===== src/rtl/delay_ctrl_pkg.sv =====
// Shared definitions for the delay_tap_ctrl delay-line controller:
// FSM state encodings, the default delay and an address-width helper.
package delay_ctrl_pkg;

    localparam logic [1:0] ST_FILL = 2'd0;
    localparam logic [1:0] ST_RUN  = 2'd1;
    localparam logic [1:0] ST_CFG  = 2'd2;

    localparam int DEFAULT_DELAY_VAL = 30;

    function automatic int addr_w(input int depth);
        return (depth <= 1) ? 1 : $clog2(depth);
    endfunction

endpackage


===== src/rtl/delay_ptr_gen.sv =====
// Write pointer, read-address generation (wptr - delay) and the saturating
// count of valid history samples for the delay line.
module delay_ptr_gen
    import delay_ctrl_pkg::*;
#(
    parameter int DEPTH = 128,
    parameter int AW    = addr_w(DEPTH)
) (
    input  logic          clk,
    input  logic          rst,
    input  logic          advance,
    input  logic          flush,
    input  logic [AW-1:0] delay,
    output logic [AW-1:0] wptr,
    output logic [AW-1:0] raddr,
    output logic [AW-1:0] hist_cnt,
    output logic [AW-1:0] hist_next
);

    localparam logic [AW-1:0] HIST_MAX = AW'(DEPTH - 1);

    logic [AW-1:0] wptr_r;
    logic [AW-1:0] hist_r;
    logic [AW-1:0] hist_next_s;

    // Flush wins over the increment of a sample arriving in the same cycle.
    always_comb begin
        hist_next_s = hist_r;
        if (flush) begin
            hist_next_s = AW'(0);
        end else if (advance && (hist_r != HIST_MAX)) begin
            hist_next_s = hist_r + AW'(1);
        end else begin
            hist_next_s = hist_r;
        end
    end

    // Pointer and history registers.
    always_ff @(posedge clk) begin
        if (rst) begin
            wptr_r <= AW'(0);
            hist_r <= AW'(0);
        end else begin
            if (advance) begin
                wptr_r <= wptr_r + AW'(1);
            end else begin
                wptr_r <= wptr_r;
            end
            hist_r <= hist_next_s;
        end
    end

    // Modulo-DEPTH subtraction falls out of the AW-bit wrap.
    assign raddr     = wptr_r - delay;
    assign wptr      = wptr_r;
    assign hist_cnt  = hist_r;
    assign hist_next = hist_next_s;

endmodule


===== src/rtl/delay_tap_ctrl.sv =====
// Runtime-programmable delay line controller over a 1-cycle-latency RAM.
// Optional macro DELAY_TAP_CTRL_MUTE_EN forces out_data to 0 while unprimed.
module delay_tap_ctrl
    import delay_ctrl_pkg::*;
#(
    parameter int DATA_W        = 8,
    parameter int DEPTH         = 128,
    parameter int AW            = addr_w(DEPTH),
    parameter int DEFAULT_DELAY = DEFAULT_DELAY_VAL
) (
    input  logic              clk,
    input  logic              rst,
    input  logic              in_valid,
    input  logic [DATA_W-1:0] in_data,
    input  logic              cfg_valid,
    output logic              cfg_ready,
    input  logic [AW-1:0]     cfg_delay,
    input  logic              cfg_flush,
    output logic              mem_we,
    output logic [AW-1:0]     mem_waddr,
    output logic [DATA_W-1:0] mem_wdata,
    output logic              mem_re,
    output logic [AW-1:0]     mem_raddr,
    input  logic [DATA_W-1:0] mem_rdata,
    output logic              out_valid,
    output logic [DATA_W-1:0] out_data,
    output logic              out_primed,
    output logic [AW-1:0]     delay_cur
);

    logic [1:0]    state_r;
    logic [1:0]    state_next_s;
    logic [AW-1:0] delay_r;
    logic [AW-1:0] cfg_delay_clamped_s;
    logic [AW-1:0] wptr_s;
    logic [AW-1:0] raddr_s;
    logic [AW-1:0] hist_s;
    logic [AW-1:0] hist_next_s;
    logic          cfg_accept_s;
    logic          sample_s;
    logic          out_valid_r;
    logic          out_primed_r;

    assign cfg_ready           = ~rst & (state_r != ST_CFG);
    assign cfg_accept_s        = cfg_valid & cfg_ready;
    assign sample_s            = in_valid & ~rst;
    assign cfg_delay_clamped_s = (cfg_delay == AW'(0)) ? AW'(1) : cfg_delay;

    delay_ptr_gen #(
        .DEPTH (DEPTH),
        .AW    (AW)
    ) u_ptr (
        .clk       (clk),
        .rst       (rst),
        .advance   (sample_s),
        .flush     (cfg_accept_s & cfg_flush),
        .delay     (delay_r),
        .wptr      (wptr_s),
        .raddr     (raddr_s),
        .hist_cnt  (hist_s),
        .hist_next (hist_next_s)
    );

    // Next state: CFG holds one cycle, then FILL/RUN follows the updated history.
    always_comb begin
        state_next_s = state_r;
        if (cfg_accept_s) begin
            state_next_s = ST_CFG;
        end else begin
            case (state_r)
                ST_FILL, ST_RUN, ST_CFG: state_next_s = (hist_next_s >= delay_r) ? ST_RUN : ST_FILL;
                default:                 state_next_s = ST_FILL;
            endcase
        end
    end

    // State, active delay and output-stage registers.
    always_ff @(posedge clk) begin
        if (rst) begin
            state_r      <= ST_FILL;
            delay_r      <= AW'(DEFAULT_DELAY);
            out_valid_r  <= 1'b0;
            out_primed_r <= 1'b0;
        end else begin
            state_r <= state_next_s;
            if (cfg_accept_s) begin
                delay_r <= cfg_delay_clamped_s;
            end else begin
                delay_r <= delay_r;
            end
            out_valid_r  <= in_valid;
            out_primed_r <= in_valid & (hist_s >= delay_r);
        end
    end

    // RAM port drive; the sample in a cfg-accept cycle still uses the old delay.
    always_comb begin
        mem_we    = 1'b0;
        mem_re    = 1'b0;
        mem_waddr = AW'(0);
        mem_raddr = AW'(0);
        mem_wdata = in_data;
        if (rst) begin
            mem_we    = 1'b0;
            mem_re    = 1'b0;
            mem_waddr = AW'(0);
            mem_raddr = AW'(0);
        end else begin
            mem_we    = in_valid;
            mem_re    = in_valid;
            mem_waddr = wptr_s;
            mem_raddr = raddr_s;
        end
    end

    // Output data qualification.
    always_comb begin
        out_data = {DATA_W{1'b0}};
`ifdef DELAY_TAP_CTRL_MUTE_EN
        if (out_primed_r) begin
            out_data = mem_rdata;
        end else begin
            out_data = {DATA_W{1'b0}};
        end
`else
        if (out_valid_r) begin
            out_data = mem_rdata;
        end else begin
            out_data = {DATA_W{1'b0}};
        end
`endif
    end

    assign out_valid  = out_valid_r;
    assign out_primed = out_primed_r;
    assign delay_cur  = delay_r;

endmodule

===== config.mk =====
export PLATFORM = sky130hd
export DESIGN_NAME = delay_tap_ctrl
export DESIGN_NICKNAME = d
export VERILOG_FILES = /design/src/rtl/delay_ctrl_pkg.sv /design/src/rtl/delay_ptr_gen.sv /design/src/rtl/delay_tap_ctrl.sv
export SDC_FILE = /design/constraint.sdc
export NUM_CORES = 1
export LEC_CHECK = 0
export CORE_MARGIN = 2
export CORE_UTILIZATION = 45
export CTS_CLUSTER_DIAMETER = 80
export DETAILED_ROUTE_END_ITERATION = 6
export DONT_BUFFER_PORTS = 1
export SYNTH_ARGS = -nofsm -noshare
export SYNTH_HDL_FRONTEND = slang
export SYNTH_SLANG_ARGS = --single-unit

===== constraint.sdc =====
create_clock -name clk -period 6.4 [get_ports clk]
set_input_delay 1.28 -clock clk [delete_from_list [all_inputs] [get_ports clk]]
set_output_delay 1.28 -clock clk [all_outputs]
set_load 0.05 [all_outputs]

---- Word level (Yosys, flattened, before mapping) ----
Index checks and enable logic that the tools add are counted.
W data, S select, Z words.
operators by class
  $add $sub $neg .......................... 3
  order comparisons ....................... 2
  equality and inequality tests ........... 4
  muxes and demuxes ....................... 10
  bitwise gates (word level) .............. 7
  reductions and logical operators ........ 5
operator list
  kind                   count
  $mux W7                5
  $add A7 B1 Y7 const B  2
  $ge A7 B7 Y1           2
  $mux W8                1
  $logic_not A7 Y1       1
  $ne A7 B7 Y1 const B   1
  $sub A7 B7 Y7          1
  $reduce_or A3 Y1       2
  $and A1 B1 Y1          5
  $mux W1                3
  $eq A2 B1 Y1 const B   1
  $eq A2 B2 Y1 const B   1
  $logic_not A2 Y1       1
  $mux W2                1
  $ne A2 B2 Y1 const B   1
  $not A1 Y1             2
  $logic_and A1 B1 Y1    1
storage, ports and cells
  register bits after elaboration ......... 25

---- Depth between registers and ports, before layout ----
Gate-level depths: netlist of run 1.
  depth in word-level cells ............... 9
  mapped depth ............................ 11

---- Modules after synthesis ----
From an unflattened synthesis of run 1, not the netlist that was laid out.
second synthesis, totals
  cells, all modules ...................... 224
  area, all modules ....................... 1833.0 sq um
by module, submodules not included
  module          times used  cells an instance  area each (sq um)  sequential area each (sq um)
  delay_ptr_gen   1           113                924.6              280.3
  delay_tap_ctrl  1           111                908.4              220.2

---- Worst setup path before layout of run 1 ----
Ideal clock, no wire load.
  kind .................................... input to output
  start point ............................. input port rst
  end point ............................... output port mem_raddr[5]
  data arrival time ....................... 3334 ps
  data required time ...................... 5120 ps
  path slack .............................. 1786 ps
  stages on the path ...................... 2
  buffers on the path ..................... 1
  cell sequence ........................... clkbuf_1 -> o311ai_0
on the way
  word-level cells in the longest chain between the ends .. 1
ends and longest elaborated chain
  item             line                   source
  start, declared  delay_tap_ctrl.sv:12   input logic rst,
  $mux W7          delay_tap_ctrl.sv:103  if (rst) begin
  end, declared    delay_tap_ctrl.sv:23   output logic [AW-1:0] mem_raddr,
Every way passes these cells.

---- Worst setup path in the final report of run 1 ----
  start point ............................. register delay_r[1] (netlist: delay_cur[1])
  end point ............................... output port mem_raddr[3]
on the way
  word-level cells in the longest chain between the ends .. 2
ends and longest elaborated chain
  item                    line                   source
  start, declared         delay_tap_ctrl.sv:33   logic [AW-1:0] delay_r;
  start signal, assigned  delay_tap_ctrl.sv:81   delay_r <= AW'(DEFAULT_DELAY);
  start signal, assigned  delay_tap_ctrl.sv:87   delay_r <= cfg_delay_clamped_s;
  start signal, assigned  delay_tap_ctrl.sv:89   delay_r <= delay_r;
  $sub A7 B7 Y7           delay_ptr_gen.sv:54    assign raddr = wptr_r - delay;
  $mux W7                 delay_tap_ctrl.sv:103
Every way passes these cells.

==> flow_summary_export.csv, run 1 <==
group,metric,value,unit
outcome,outcome,"complete, no violations",
final_layout,antenna_cells,0,
critical_path,worst_ep_arrival_time,2930,ps
yosys,synth_edf_count,0,
yosys,netlist_area,1920,um^2
routing,drcViolationCount,0,
floorplanning,dieArea,4800,um^2
sta,tightestPinTransition,1060,ps
global_route,grt_use_total,0.171,
place,hpwl,3.12,mm
clock_network,cts_tree,"done",
final_layout,num-nets-final,277,
yosys,syn_inst,236,
routing,drt_first_pass_iters,4,
floorplanning,core,4060,um^2
yosys,synth.distinct_cells,47,
clock_network,cts_made_buffers,3,
routing,routed_via_density,5.81,
worst_hold_path,worstHoldStart,"u_ptr.wptr[6]$_SDFFE_PP0P_",
routing,drt-initial-drc-count,107,
sta,tns,0,ps
sta,slew_headroom,0.297,
yosys,synth_area_leaders,"dfxtp_1, ha_1, nor2_1",
critical_path,end_kind,"primary output",
sta,clock.fmax,0.238,GHz
yosys,synth_area_leader_cell,"dfxtp_1",
yosys,yosysTopAreaCellShare,0.261,
sta,finalSetupViolations,0,
clock_network,post_cts.repair.setup_buffers,0,
yosys,synthArstFlopShare,0,
worst_hold_path,min_path_cells,2,
final_layout,nFillCells,400,
clock_network,cts_htree_levels,1,
critical_path,critPathKind,"reg2out",
floorplanning,die_y,69.3,um
clock_network,clock_latency,270,ps
clock_network,postCtsHoldBufs,0,
sta,fin_skew,5.02,ps
critical_path,worstPathMaxFanout,5,
sta,holdWs,519,ps
floorplanning,rows,23,
clock_network,clockBufferDepth,2,
sta,hold_viol_final,0,
critical_path,cp-start-kind,"flop",
yosys,yosys_warnings,0,
floorplanning,start_util,0.472,
flow_run,maxCapViolCount,0,
floorplanning,fp.dieW,69.3,um
place,portBuffers,0,
power,peakVddDrop,0.0990,mV
final_layout,area_delta_synth_final,0.848,%
yosys,synth.yosys.seq_area_share,0.261,
routing,routed_wl,4.14,mm
global_route,grt_pass1_wl,6.70,mm
global_route,grt_pass1_vias,1419,
critical_path,reg2regPathDepth,10,
routing,vias,1599,
power,p_leak,0.828,nW
routing,wire_per_inst,15.1,um
yosys,synthFlopType,"dfxtp_1",
critical_path,required,5120,ps
power,power_density,192,nW/um^2
clock_network,cts.clk_slew.worst_paths,90,ps
sta,drv_slew,0,
worst_hold_path,hp-class,"reg2reg",
floorplanning,ios,70,
yosys,synth_nets,287,
yosys,synth-seq-cells,25,
critical_path,crit_start,"delay_cur[1]$_SDFFE_PP1N_",
yosys,syn_avg_cell_area,8.12,um^2
global_route,overflow,0,
sta,rsz0062_at_grt,"no",
clock_network,cts_sinks,25,
critical_path,rr_startpoint,"u_ptr.hist_cnt[1]$_SDFF_PP0_",
final_layout,drive_above_1_share,0.0578,
clock_network,ctsResizeCount,0,
sta,finalCriticalPeriod,4210,ps
routing,drtAntennaViolNets,0,
place,routabilityCongestion,0.778,
global_route,antenna_found_initial,0,
global_route,grt_max_degree,43,
clock_network,cts_root_buf,"clkbuf_8",
sta,fin_crit_sh,0.657,
[cells in the mapped netlist (4+ instances only)]
master / instances
xnor2_1: 5
a21oi_1: 12
nand4_1: 4
nand2_1: 20
nor2b_1: 10
dfxtp_1: 25
a211oi_1: 6
nor2_1: 23
nor3_1: 9
o21ai_0: 11
inv_1: 10
buf_4: 9
a211o_1: 5
or3_1: 4
nand3_1: 5
clkbuf_1: 4
a31oi_1: 4
and2_1: 9
ha_1: 22
[worst paths after layout]
path / to / slack, ps
max reg2reg: state_r[0]$_SDFF_PP0_ / 3740
min reg2reg: u_ptr.wptr[6]$_SDFFE_PP0P_ / 520
max: mem_raddr[3] / 2190
min: u_ptr.wptr[6]$_SDFFE_PP0P_ / 520
[report_power, final]
group          internal [mW]  switching, mW  total (mW)  leakage, nW
Clock                 0.0447         0.0542      0.0989       0.0228
Sequential             0.162         0.0202       0.182        0.204
Combinational         0.0268         0.0640      0.0908        0.601
[cell usage in the layout, fill, tap and decap left out, types with 2 or more instances in the layout]
cell type / count
a211o_1: 5
a211oi_1: 6
a21o_1: 3
a21oi_1: 12
a31oi_1: 4
and2_1: 9
buf_4: 2
clkbuf_8: 3
dfxtp_1: 25
ha_1: 22
inv_1: 10
nand2_1: 20
nand2b_1: 3
nand3_1: 5
nand4_1: 4
nor2_1: 23
nor2b_1: 10
nor3_1: 9
nor3b_1: 3
nor4b_1: 2
o211ai_1: 2
o21ai_0: 11
or3_1: 4
xnor2_1: 5
xor2_1: 3
[logic make-up (layout without fill, tap and decap cells)]
logic type               after synthesis  count (layout)  synth area share
AO/OA/AOI/OAI                         50              50             0.174
buffers and inverters                 27              16            0.0790
AND/OR/NAND/NOR                      102             102             0.290
XOR/XNOR                               8               8            0.0366
flip-flops                            25              25             0.261
adder cells (fa/ha/maj)               23              23             0.154
multiplexers                           1               1           0.00587
[worst max-delay path, cell delays in order (launching register included)]
cell	delay, ps
dfxtp_1	650
inv_1	240
ha_1	330
nor2b_1	140
o31ai_1	370
nand2b_1	100
a21oi_1	820
[registers in the layout, summed over array words and instances, names as in the netlist]
signal and count:
out_valid 1, state_r 2, u_ptr.hist_cnt 7, delay_cur 7
u_ptr.wptr 7, out_primed 1
[metrics by stage]
stage | total power [mW] | cells | util | instance area (um^2) | setup slack (ps)
after CTS | 0.376 | 275 | 0.476 | 1930 | 2160
after global routing | 0.393 | 275 | 0.476 | 1930 | 2040
after global placement | 0.277 | 271 | 0.465 | 1890 | 2510
after floorplan | 0.281 | 236 | - | 1920 | 1790
final | 0.372 | 275 | 0.476 | 1930 | 2190
after detailed placement | 0.277 | 271 | 0.465 | 1890 | 2490
[cell type report]
| type | count | area, um^2 | share of cell area |
|---|---|---|---|
| clock buffers | 4 | 45.0 | 0.0233 |
| flip-flops and latches | 25 | 500 | 0.259 |
| inverters | 10 | 37.5 | 0.0194 |
| well taps | 50 | 62.6 | 0.0324 |
| multi-input cells | 184 | 1270 | 0.658 |
| repair buffers | 2 | 15.0 | 0.00777 |
[metal layers]
metal	wire length, um	global-route usage	part of all wire	up-vias
met5	0	0	0	-
li1	-	-	-	812
met1	2020	0.242	0.49	725
met2	1780	0.261	0.43	60
met4	25	0.0349	0.0060	0
met3	316	0.0451	0.076	2
Power figures use the tool's default switching activity.
==> run 2: changes to the inputs <==
==> constraint.sdc (replaced) <==
create_clock -name clk -period 4.3 [get_ports clk]
set_input_delay 0.86 -clock clk [delete_from_list [all_inputs] [get_ports clk]]
set_output_delay 0.86 -clock clk [all_outputs]
set_load 0.05 [all_outputs]
==> flow_summary_export.csv, run 2 (synthesis results as in run 1) <==
group,metric,value,unit
floorplanning,dieArea,4800,um^2
place,dp.cells,275,
global_route,grtUsageMet1,0.238,
critical_path,cp-start-kind,"flop",
final_layout,antenna_cells,0,
routing,routed_wl,3.96,mm
routing,routed_via_density,5.81,
sta,finalCriticalPeriod,3480,ps
place,routabilityCongestion,0.784,
sta,clock.fmax,0.288,GHz
flow_run,maxCapViolCount,0,
place,dp_slack,1120,ps
routing,wire_per_inst,14.2,um
final_layout,fin_cells,279,
final_layout,multi_input_area,1270,um^2
critical_path,crit_chain,"inv_1, fa_1, a211oi_1, nor2_1, o21ai_0, a211o_1",
global_route,top_usage_layer,"met1",
sta,rsz0062_at_grt,"no",
final_layout,drive_above_1_share,0.0786,
sta,tns,0,ps
power,p_seq_frac,0.484,
critical_path,max_stage_delay,650,ps
sta,fin_skew,3.76,ps
power,comb_power_share,0.261,
power,finalPower,0.553,mW
clock_network,cts_tree,"done",
critical_path,slowest_stage,"dfxtp_1",
global_route,overflow,0,
sta,finalSetupViolations,0,
final_layout,nFillCells,398,
global_route,grt_max_degree,43,
floorplanning,start_util,0.472,
clock_network,cts_made_buffers,3,
final_layout,num-nets-final,281,
routing,drcViolationCount,0,
global_route,antenna_found_initial,0,
worst_hold_path,hp-class,"reg2reg",
final_layout,stdcell_area,1960,um^2
place,portBuffers,0,
power,swShare,0.365,
clock_network,cts_htree_levels,1,
final_layout,register_area,500,um^2
global_route,use_met3,0.0538,
floorplanning,fp.dieW,69.3,um
floorplanning,rows,23,
sta,tightestPinTransition,966,ps
sta,holdWs,523,ps
power,peakVddDrop,0.183,mV
power,power.internal,0.351,mW
critical_path,reg2regPathDepth,9,
final_layout,final_cell_mix,"dfxtp_1, nor2_1, ha_1",
critical_path,worst_ep_arrival_time,2620,ps
clock_network,cts.clk_slew.worst_paths,90,ps
sta,drv_slew,0,
global_route,grt_use_total,0.165,
routing,vias,1620,
place,hpwl,3.11,mm
critical_path,required,3440,ps
sta,setup_slack,822,ps
clock_network,post_cts.repair.setup_buffers,0,
global_route,grt_pass1_vias,1407,
clock_network,cts_root_buf,"clkbuf_8",
clock_network,clockBufferDepth,2,
clock_network,postCtsHoldBufs,0,
sta,hold_viol_final,0,
power,power_density,282,nW/um^2
place,place_area,1920,um^2
floorplanning,core,4060,um^2
clock_network,ctsResizeCount,0,
outcome,outcome,"complete, no violations",
final_layout,area_delta_synth_final,2.48,%
power,p_sw,0.202,mW
critical_path,critPathKind,"reg2out",
clock_network,cts_sinks,25,
power,p_leak,0.851,nW
power,p_clk_frac,0.255,
critical_path,end_kind,"primary output",
routing,drt_first_pass_iters,4,
routing,drt-initial-drc-count,85,
critical_path,worstPathMaxFanout,5,
final_layout,layout_commonest_cell,"dfxtp_1",
global_route,grt_pass1_wl,6.62,mm
floorplanning,ios,70,
sta,fin_crit_sh,0.809,
floorplanning,die_y,69.3,um
worst_hold_path,min_path_cells,2,
global_route,met2_usage,0.235,
clock_network,clock_latency,270,ps
sta,slew_headroom,0.355,
final_layout,fin_util,0.484,
routing,drtAntennaViolNets,0,
==> run 2: final timing paths <==
kind / from / slack [ps] / endpoint
hold / removal: u_ptr.wptr[6]$_SDFFE_PP0P_ / 520 / u_ptr.wptr[6]$_SDFFE_PP0P_
hold reg to reg: u_ptr.wptr[6]$_SDFFE_PP0P_ / 520 / u_ptr.wptr[6]$_SDFFE_PP0P_
setup reg to reg: u_ptr.hist_cnt[1]$_SDFF_PP0_ / 1560 / state_r[0]$_SDFF_PP0_
setup / recovery: delay_cur[1]$_SDFFE_PP1N_ / 820 / mem_raddr[6]
==> run 2: cell type report <==
class                      count  share of cell area
multi-input combinational    184               0.648
sequential                    25               0.255
clock inverter                 1             0.00255
clock buffer                   3              0.0210
tap                           50              0.0318
inverter                      10              0.0191
timing repair buffer           6              0.0229
==> run 2: routing by layer <==
layer / up-vias / share of wire
met3: 5 / 0.069
met5: - / 0
met4: 0 / 0.0066
met1: 734 / 0.50
met2: 58 / 0.43
li1: 823 / -
==> run 2: critical path: cells and delay by family, from the launching register on <==
family | cells | cell delay, ps
compound gates | 3 | 820
flops | 1 | 650
fa+ha+maj | 1 | 520
buf+inv | 1 | 230
simple gates | 1 | 120
==> run 2: power by group through the flow <==
stage | registers [mW] | clock network [mW] | logic [mW]
3_5_place_dp | 0.273 | 0 | 0.145
5_1_grt | 0.270 | 0.158 | 0.159
4_1_cts | 0.268 | 0.149 | 0.146
3_3_place_gp | 0.273 | 0 | 0.145
6_report | 0.268 | 0.141 | 0.144
2_1_floorplan | 0.273 | 0 | 0.145
